### src/rtl/sram_bridge_pkg.sv
// Shared types and widths for the SRAM strobe to request bridge.
package sram_bridge_pkg;

  localparam int unsigned ADDR_W = 19;
  localparam int unsigned DATA_W = 8;

  typedef enum logic [2:0] {
    StIdle,
    StSettle,
    StReq,
    StDone,
    StHold
  } state_e;

endpackage

### src/rtl/sram_req_bridge_if.sv
// Request/acknowledge bus between the bridge (master) and the ssdram controller (slave).
interface sram_req_bridge_if;
  import sram_bridge_pkg::*;

  logic [ADDR_W-1:0] mem_addr_o;
  logic [DATA_W-1:0] mem_data_o;
  logic              mem_we_o;
  logic              mem_req_o;
  logic              mem_ack_i;
  logic [DATA_W-1:0] mem_data_i;

  modport master (
    output mem_addr_o, mem_data_o, mem_we_o, mem_req_o,
    input  mem_ack_i, mem_data_i
  );

  modport slave (
    input  mem_addr_o, mem_data_o, mem_we_o, mem_req_o,
    output mem_ack_i, mem_data_i
  );
endinterface

### src/rtl/cdc_sync_bit.sv
// Single-bit flop-chain synchroniser with a configurable reset level.
module cdc_sync_bit #(
  parameter int unsigned STAGES    = 2,
  parameter bit          RESET_VAL = 1'b1
) (
  input  logic clock,
  input  logic reset,
  input  logic d,
  output logic q
);

  logic [STAGES-1:0] chain_q;

  always_ff @(posedge clock) begin
    if (reset) begin
      chain_q <= {STAGES{RESET_VAL}};
    end else begin
      chain_q <= {chain_q[STAGES-2:0], d};
    end
  end

  assign q = chain_q[STAGES-1];

endmodule

### src/rtl/sram_req_bridge.sv
// Turns asynchronous CPU SRAM strobes into one request/ack transaction per access,
// freezing address/data at capture and holding read data for the CPU.
module sram_req_bridge
  import sram_bridge_pkg::*;
#(
  parameter int unsigned SYNC_STAGES = 2,
  parameter int unsigned SETTLE_CYC  = 2,
  parameter int unsigned TIMEOUT_CYC = 255
) (
  input  logic               clock_i,
  input  logic               reset_i,
  input  logic [ADDR_W-1:0]  cpu_addr_i,
  input  logic [DATA_W-1:0]  cpu_data_i,
  input  logic               cpu_cs_n_i,
  input  logic               cpu_oe_n_i,
  input  logic               cpu_we_n_i,
  output logic [DATA_W-1:0]  cpu_data_o,
  sram_req_bridge_if.master  mem,
  output logic               timeout_o,
  output logic               busy_o
);

  logic cs_n_s, oe_n_s, we_n_s;

  cdc_sync_bit #(.STAGES(SYNC_STAGES), .RESET_VAL(1'b1)) u_sync_cs (
    .clock(clock_i), .reset(reset_i), .d(cpu_cs_n_i), .q(cs_n_s)
  );
  cdc_sync_bit #(.STAGES(SYNC_STAGES), .RESET_VAL(1'b1)) u_sync_oe (
    .clock(clock_i), .reset(reset_i), .d(cpu_oe_n_i), .q(oe_n_s)
  );
  cdc_sync_bit #(.STAGES(SYNC_STAGES), .RESET_VAL(1'b1)) u_sync_we (
    .clock(clock_i), .reset(reset_i), .d(cpu_we_n_i), .q(we_n_s)
  );

  logic access, is_wr;
  assign access = !cs_n_s && (!oe_n_s || !we_n_s);
  assign is_wr  = !we_n_s;  // we wins when both strobes are low

  state_e            state_q, state_d;
  logic [3:0]        settle_cnt_q, settle_cnt_d;
  logic              settle_wr_q, settle_wr_d;
  logic [7:0]        tmo_cnt_q, tmo_cnt_d;
  logic [ADDR_W-1:0] addr_q, addr_d;
  logic [DATA_W-1:0] wdata_q, wdata_d;
  logic              we_q, we_d;
  logic [DATA_W-1:0] rdata_q, rdata_d;
  logic              timeout_q, timeout_d;

  always_comb begin
    state_d      = state_q;
    settle_cnt_d = settle_cnt_q;
    settle_wr_d  = settle_wr_q;
    tmo_cnt_d    = tmo_cnt_q;
    addr_d       = addr_q;
    wdata_d      = wdata_q;
    we_d         = we_q;
    rdata_d      = rdata_q;
    timeout_d    = 1'b0;
    unique case (state_q)
      StIdle: begin
        if (access) begin
          state_d      = StSettle;
          settle_cnt_d = '0;
          settle_wr_d  = is_wr;
        end
      end
      StSettle: begin
        if (!access) begin
          state_d = StIdle;
        end else if (is_wr != settle_wr_q) begin
          settle_cnt_d = '0;
          settle_wr_d  = is_wr;
        end else if (settle_cnt_q == 4'(SETTLE_CYC)) begin
          addr_d    = cpu_addr_i;
          wdata_d   = cpu_data_i;
          we_d      = settle_wr_q;
          tmo_cnt_d = '0;
          state_d   = StReq;
        end else begin
          settle_cnt_d = settle_cnt_q + 4'd1;
        end
      end
      StReq: begin
        // ssdram cannot abort, so a dropped strobe does not end the request
        if (mem.mem_ack_i) begin
          if (!we_q) rdata_d = mem.mem_data_i;
          state_d = StDone;
        end else if (tmo_cnt_q == 8'(TIMEOUT_CYC - 1)) begin
          timeout_d = 1'b1;
          state_d   = StHold;
        end else begin
          tmo_cnt_d = tmo_cnt_q + 8'd1;
        end
      end
      StDone: state_d = StHold;
      StHold: begin
        if (!access) state_d = StIdle;
      end
      default: state_d = StIdle;
    endcase
  end

  always_ff @(posedge clock_i) begin
    if (reset_i) begin
      state_q      <= StIdle;
      settle_cnt_q <= '0;
      settle_wr_q  <= 1'b0;
      tmo_cnt_q    <= '0;
      addr_q       <= '0;
      wdata_q      <= '0;
      we_q         <= 1'b0;
      rdata_q      <= '0;
      timeout_q    <= 1'b0;
    end else begin
      state_q      <= state_d;
      settle_cnt_q <= settle_cnt_d;
      settle_wr_q  <= settle_wr_d;
      tmo_cnt_q    <= tmo_cnt_d;
      addr_q       <= addr_d;
      wdata_q      <= wdata_d;
      we_q         <= we_d;
      rdata_q      <= rdata_d;
      timeout_q    <= timeout_d;
    end
  end

  assign mem.mem_req_o  = (state_q == StReq);
  assign mem.mem_addr_o = addr_q;
  assign mem.mem_data_o = wdata_q;
  assign mem.mem_we_o   = we_q;
  assign cpu_data_o     = rdata_q;
  assign timeout_o      = timeout_q;
  assign busy_o         = (state_q != StIdle);

endmodule

### src/flat_wrapper.sv
// flat-port wrapper written by rule: the top's interface ports become plain ports
module sram_req_bridge_flat import sram_bridge_pkg::*;
#(
  parameter int unsigned SYNC_STAGES = 2,
  parameter int unsigned SETTLE_CYC  = 2,
  parameter int unsigned TIMEOUT_CYC = 255
)
  (clock_i, reset_i, cpu_addr_i, cpu_data_i, cpu_cs_n_i, cpu_oe_n_i, cpu_we_n_i, cpu_data_o, timeout_o, busy_o, mem_mem_addr_o, mem_mem_data_o, mem_mem_we_o, mem_mem_req_o, mem_mem_ack_i, mem_mem_data_i);
  sram_req_bridge_if mem_i ();
  input  logic clock_i;
  input  logic reset_i;
  input  logic [ADDR_W-1:0] cpu_addr_i;
  input  logic [DATA_W-1:0] cpu_data_i;
  input  logic cpu_cs_n_i;
  input  logic cpu_oe_n_i;
  input  logic cpu_we_n_i;
  output logic [DATA_W-1:0] cpu_data_o;
  output logic timeout_o;
  output logic busy_o;
  output wire logic [$bits(mem_i.mem_addr_o)-1:0] mem_mem_addr_o;
  output wire logic [$bits(mem_i.mem_data_o)-1:0] mem_mem_data_o;
  output wire logic [$bits(mem_i.mem_we_o)-1:0] mem_mem_we_o;
  output wire logic [$bits(mem_i.mem_req_o)-1:0] mem_mem_req_o;
  input wire logic [$bits(mem_i.mem_ack_i)-1:0] mem_mem_ack_i;
  input wire logic [$bits(mem_i.mem_data_i)-1:0] mem_mem_data_i;
  assign mem_mem_addr_o = mem_i.mem_addr_o;
  assign mem_mem_data_o = mem_i.mem_data_o;
  assign mem_mem_we_o = mem_i.mem_we_o;
  assign mem_mem_req_o = mem_i.mem_req_o;
  assign mem_i.mem_ack_i = mem_mem_ack_i;
  assign mem_i.mem_data_i = mem_mem_data_i;
  sram_req_bridge #(.SYNC_STAGES(SYNC_STAGES), .SETTLE_CYC(SETTLE_CYC), .TIMEOUT_CYC(TIMEOUT_CYC)) u_core (.clock_i(clock_i), .reset_i(reset_i), .cpu_addr_i(cpu_addr_i), .cpu_data_i(cpu_data_i), .cpu_cs_n_i(cpu_cs_n_i), .cpu_oe_n_i(cpu_oe_n_i), .cpu_we_n_i(cpu_we_n_i), .cpu_data_o(cpu_data_o), .mem(mem_i), .timeout_o(timeout_o), .busy_o(busy_o));
endmodule
### config.mk
export PLATFORM = sky130hd
export DESIGN_NAME = sram_req_bridge_flat
export DESIGN_NICKNAME = d
export VERILOG_FILES = /design/src/rtl/sram_bridge_pkg.sv /design/src/rtl/sram_req_bridge_if.sv /design/src/rtl/cdc_sync_bit.sv /design/src/rtl/sram_req_bridge.sv /design/src/flat_wrapper.sv
export SDC_FILE = /design/constraint.sdc
export NUM_CORES = 1
export LEC_CHECK = 0
export ABC_AREA = 1
export BUFFER_PORTS_ARGS = -buffer_cell sky130_fd_sc_hd__buf_2
export CORE_ASPECT_RATIO = 0.9
export CORE_MARGIN = 2
export CORE_UTILIZATION = 35
export CTS_CLUSTER_SIZE = 14
export DETAILED_ROUTE_END_ITERATION = 6
export SYNTH_ARGS = -nofsm -noshare
export SYNTH_HDL_FRONTEND = slang
export SYNTH_SLANG_ARGS = --single-unit
### constraint.sdc
create_clock -name clock_i -period 2.57 [get_ports clock_i]
set_input_delay 0.257 -clock clock_i [delete_from_list [all_inputs] [get_ports clock_i]]
set_output_delay 0.257 -clock clock_i [all_outputs]
set_load 0.005 [all_outputs]
[Yosys cells after proc, flatten, opt, wreduce, memory -nomap -nowiden]
Cells that the tools add are included.
Storage, ports and cells
  output and inout bits: 39
  register bits: 59
  logic and storage cells: 76
Cells by class
  reduce and logical (&&, ||, !) cells: 16
  bitwise logic cells: 3
  eq/ne operators: 19
  add/subtract/negate cells: 2
  muxes and demuxes: 24
Operator list (number)
  2-to-1 mux 8 bit: 5
  2-to-1 mux 3 bit: 7
  2-to-1 mux 4 bit: 4
  one-hot mux 8 bit (2 select lines): 1
  one-hot mux 3 bit (5 select lines): 1
  AND reduction 4 bit: 3
  adder 8 x 1 -> 8 bit, second input constant: 1
  equality test 8 bit, second input constant: 1
  != test 2 x 1 -> 1 bit, second input constant: 4
  != test 2 bit, second input constant: 4
  one-hot mux 4 bit (2 select lines): 1
  equality test 3 x 2 -> 1 bit, second input constant: 2
  != test 3 bit, second input constant: 2
  AND reduction 6 bit: 1
  AND reduction 5 bit: 1
  adder 4 x 1 -> 4 bit, second input constant: 1
  equality test 4 x 2 -> 1 bit, second input constant: 1
  2-to-1 mux 1 bit: 4
  nonzero test 2 bit: 2
  equality test 3 x 1 -> 1 bit, second input constant: 1
  equality test 3 bit, second input constant: 1
  zero test 1 bit: 3
  zero test 3 bit: 1
  != test 3 x 1 -> 1 bit, second input constant: 1
  9 further kinds: 11

[Longest topological paths before layout]
  word-level depth: 5
  depth in mapped cells: 10
  mapped depth without buffers: 10

[Hierarchy]
Synthesis repeated with hierarchy kept, for this count alone.
Second synthesis, totals
  cell total of the unflattened synthesis: 364
  area, all modules: 2627.5 um^2
Modules (own cells, without submodules)
  sram_req_bridge: instances 1, cells each 343, area each 2451.1 um^2
  cdc_sync_bit: instances 3, cells each 7, area each 58.8 um^2

[Least setup slack after synthesis]
No wires, ideal clock.
  path type: register -> register
  from: register u_core.tmo_cnt_q[0]
  to: register u_core.tmo_cnt_q[2]
  data arrival time: 1.261 ns
  setup time: 0.132 ns
  data required time: 2.438 ns
  stages on the path, launching flop included: 11
  period minus slack after synthesis: 1.394 ns
  setup slack: 1.176 ns
  cells stage by stage: dfxtp_1 -> inv_1 -> ha_1 -> inv_1 -> nor2_1 -> nand2_1 -> nor2_1 -> nor2_2 -> nand2_2 -> nand2_1 -> a21oi_1
Between the ends
  longest elaborated chain between the ends: 4
  elaborated cells between the ends (all ways): 7
  classes of those cells: 1 x add/sub; 2 x eq/ne; 3 x mux; 1 x reduce/logical
RTL lines
  from (decl): RTL line sram_req_bridge.sv:42  | logic [7:0] tmo_cnt_q, tmo_cnt_d;
  from (signal assigned): RTL line sram_req_bridge.sv:118  | tmo_cnt_q <= tmo_cnt_d;
  adder 8 x 1 -> 8 bit: RTL line sram_req_bridge.sv:92  | tmo_cnt_d = tmo_cnt_q + 8'd1;
  2-to-1 mux 8 bit: RTL line sram_req_bridge.sv:88  | end else if (tmo_cnt_q == 8'(TIMEOUT_CYC - 1)) begin
  2-to-1 mux 8 bit: RTL line sram_req_bridge.sv:85  | if (mem.mem_ack_i) begin
  one-hot mux 8 bit (2 select lines): RTL line sram_req_bridge.sv:59  | unique case (state_q)
Parallel ways exist; a longest one is shown, timed or not. The select of a mux whose other input is x is not followed.
A chain may end at the register's enable or synchronous reset.

[Final worst setup path]
  from: register u_core.state_q[2]
  to: register u_core.wdata_q[1], in the netlist u_core.mem.mem_data_o[1]
Between the ends
  longest elaborated chain between the ends: 2
RTL lines
  from (decl): RTL line sram_req_bridge.sv:39  | state_e state_q, state_d;
  from (signal assigned): RTL line sram_req_bridge.sv:105  | state_q <= StIdle;
  from (signal assigned): RTL line sram_req_bridge.sv:115  | state_q <= state_d;
  equality test 3 x 1 -> 1 bit: RTL line sram_req_bridge.sv:59
  AND reduction 4 bit (no line)
  to (signal assigned): RTL line sram_req_bridge.sv:120  | wdata_q <= wdata_d;
  to (decl): RTL line sram_req_bridge.sv:44  | logic [DATA_W-1:0] wdata_q, wdata_d;
Every way passes these cells.

==> metrics.md <==
| Metric | Value |
|---|---|
| Outcome | `completed` |
| WP data arrival | `1960 ps` |
| First-pass GRT wire length | `9.07 mm` |
| Post-DP HPWL | `3.99 mm` |
| DR vias/cell | `4.49` |
| Antenna viol nets, final | `0` |
| PD cells | `712 mW/mm2` |
| Hold WC Path Type | `primary input to register` |
| Final-stage net count | `460` |
| Routed via count | `2302` |
| Initial DRC Count | `102` |
| CP max FO | `27` |
| Ant. Diodes | `0` |
| Port-buffer cells | `79` |
| Delay-heaviest family, CP | `simple AND/OR/NAND/NOR gates` |
| Vias in the first global route | `1994` |
| Post CTS Setup Buffer Count | `0` |
| Worst endpoint required time | `2840 ps` |
| Total grt overflow | `0` |
| Most common cell after layout, fill and taps aside | `nor2_1` |
| Syn nets | `379` |
| Period utilisation layout | `0.658` |
| Max VDD drop | `0.471 mV` |
| Critical path type | `register to register` |
| IO Count | `80` |
| Root Driver | `clkbuf_8` |
| Fmax | `591 MHz` |
| Cell Area, Placed | `0.00294 mm2` |
| CTS Hold Buffers Added | `0` |
| Mapped cell area | `0.00247 mm2` |
| Slew Viols, Final | `0` |
| Final cell area excluding filler cells | `0.00314 mm2` |
| Area growth from synthesis to layout | `26.8%` |
| Setup-failing EPs final | `0` |
| Clock latency on the worst-skew pair | `330 ps` |
| Slowest CP cell | `inv_2` |
| Share of layout cells above drive strength 1 | `0.286` |
| Seq/Total Area, Yosys | `0.478` |
| CTS tree | `built` |
| Lkg Pwr | `1.38 nW` |
| Total routed wirelength | `5.43 mm` |
| Critical Path End Type | `register` |
| Setup tns final | `0 ps` |
| Clock transition at path regs | `60 ps` |
| Largest net degree at the start of global routing | `28` |
| Fillers | `745` |
| WL/cell | `10.6 um` |
| Yosys warning total | `0` |
| Cell Chain, Critical Path | `nor2_4, nand2_2, nor2_4, nand4_2, inv_2, nor2_1, nor2_1` |
| Seq cells post-synth | `59` |
| Post-CTS Resized | `0` |
| Std-Cell Rows | `29` |
| Num Clock Sinks | `59` |
| All-Layer GR Usage | `0.147` |
| Most frequent cells in the layout | `nor2_1 (88), buf_2 (79), dfxtp_1 (59)` |
| Worst slew pin tran | `639 ps` |
| Post-layout util | `0.452` |
| Startpoint Class | `register` |
| Skew final | `4.74 ps` |
| Mean Syn Cell Area | `7.40 um2` |
| Die Y-Extent | `83.7 um` |
| Pre-Repair DR Iteration Count | `4` |
| RSZ-0062 raised after global routing | `false` |
| Post-synthesis cell type count | `28` |
| Die area | `0.00775 mm2` |
| Synth Instances | `334` |
| Worst Path Buf+Inv | `1` |
| Max stage delay on crit path | `450 ps` |
| H-tree levels | `3` |
| Area of the core | `0.00693 mm2` |
| Max cap viols | `0` |
| DRC Markers | `0` |
| Num CTS Buffers | `9` |
| Final Hold Fails | `0` |
| Relative slew slack | `0.574` |
| Max clock buf depth | `2` |
| Fin crit period | `1690 ps` |
| Antenna violations before repair | `0` |
| Starting Density | `0.357` |
| Gp weighted congestion | `0.798` |
| Die Width | `92.6 um` |
## metrics by stage
stage               hold WS (ps)  std cells  worst slack (ps)  total power [mW]
floorplan                    361        334              1180              1.31
global placement             391        497               931              1.44
detailed placement           394        497               869              1.44
CTS                         88.0        513               846              2.27
global route                94.8        513               650              2.38
finish                       104        513               879              2.23
## worst register-to-register path, delay by kind of cell (launching register included)
family | cells | cell delay (ps)
buffers and inverters | 1 | 450
flip-flops | 1 | 360
AND/OR/NAND/NOR | 6 | 830
## cells in the mapped netlist, drive strengths merged
library cell   n  area, um2
a211oi         1       7.51
a21oi         19        103
buf            5       35.0
clkbuf         6       22.5
dfxtp         59       1180
ha             4       50.1
inv           22       82.6
nand2         48        188
nand3         20        105
nand4          2       18.8
nor2          95        384
nor3           2       10.0
nor3b          1       7.51
o21ai         37        185
o21bai         3       22.5
or2            7       43.8
xnor2          3       26.3
## cell type report
| class | count | area [um2] | share of cell area |
|---|---|---|---|
| multi-input cells | 242 | 1150 | 0.367 |
| clock buffers | 11 | 141 | 0.0451 |
| flip-flops and latches | 59 | 1180 | 0.377 |
| well taps | 93 | 116 | 0.0371 |
| inverters | 22 | 82.6 | 0.0263 |
| repair buffers | 81 | 410 | 0.131 |
| clock inverters | 5 | 52.6 | 0.0168 |
## kinds of logic (layout without fill, tap and decap cells)
| kind of cell | Yosys count | count (layout) | share of synthesized area |
|---|---|---|---|
| AO/OA/AOI/OAI | 60 | 60 | 0.129 |
| XOR/XNOR | 3 | 3 | 0.0106 |
| adder cells (fa/ha/maj) | 4 | 4 | 0.0202 |
| buffers and inverters | 33 | 119 | 0.0567 |
| flip-flops | 59 | 59 | 0.478 |
| AND/OR/NAND/NOR | 175 | 175 | 0.306 |
## sequential cells by signal, summed over array words and instances, names as in the netlist
| register | cells |
|---|---|
| u_core.mem.mem_addr_o | 19 |
| u_core.cpu_data_o | 8 |
| u_core.mem.mem_data_o | 8 |
| u_core.tmo_cnt_q | 8 |
| u_core.settle_cnt_q | 4 |
| u_core.state_q | 3 |
| u_core.u_sync_cs.chain_q | 2 |
| u_core.u_sync_oe.chain_q | 2 |
| u_core.u_sync_we.chain_q | 2 |
| u_core.mem.mem_we_o | 1 |
| u_core.settle_wr_q | 1 |
| u_core.timeout_o | 1 |
## final timing paths
check | slack [ps] | startpoint | cells after the start | endpoint
worst min-delay path | 100 | cpu_cs_n_i | 2 | u_core.u_sync_cs.chain_q[0]$_SDFF_PP1_
worst max-delay path | 880 | u_core.state_q[2]$_SDFFE_PP0P_ | 7 | u_core.mem.mem_data_o[1]$_SDFFE_PP0P_
worst max register to register | 880 | u_core.state_q[2]$_SDFFE_PP0P_ | 7 | u_core.mem.mem_data_o[1]$_SDFFE_PP0P_
worst min register to register | 410 | u_core.u_sync_oe.chain_q[0]$_SDFF_PP1_ | 1 | u_core.u_sync_oe.chain_q[1]$_SDFF_PP1_
## routing by layer
metal / part of all wire / track usage
met2: 0.42 / 0.214
met3: 0.073 / 0.0461
met1: 0.49 / 0.198
met4: 0.018 / 0.0692
met5: 0 / 0
## report_power, final
group / internal [mW] / total [mW] / switching, mW
clock: 0.469 / 0.814 / 0.345
sequential: 0.959 / 0.995 / 0.0365
combinational: 0.154 / 0.424 / 0.270
(Power assumes the default switching activity.)
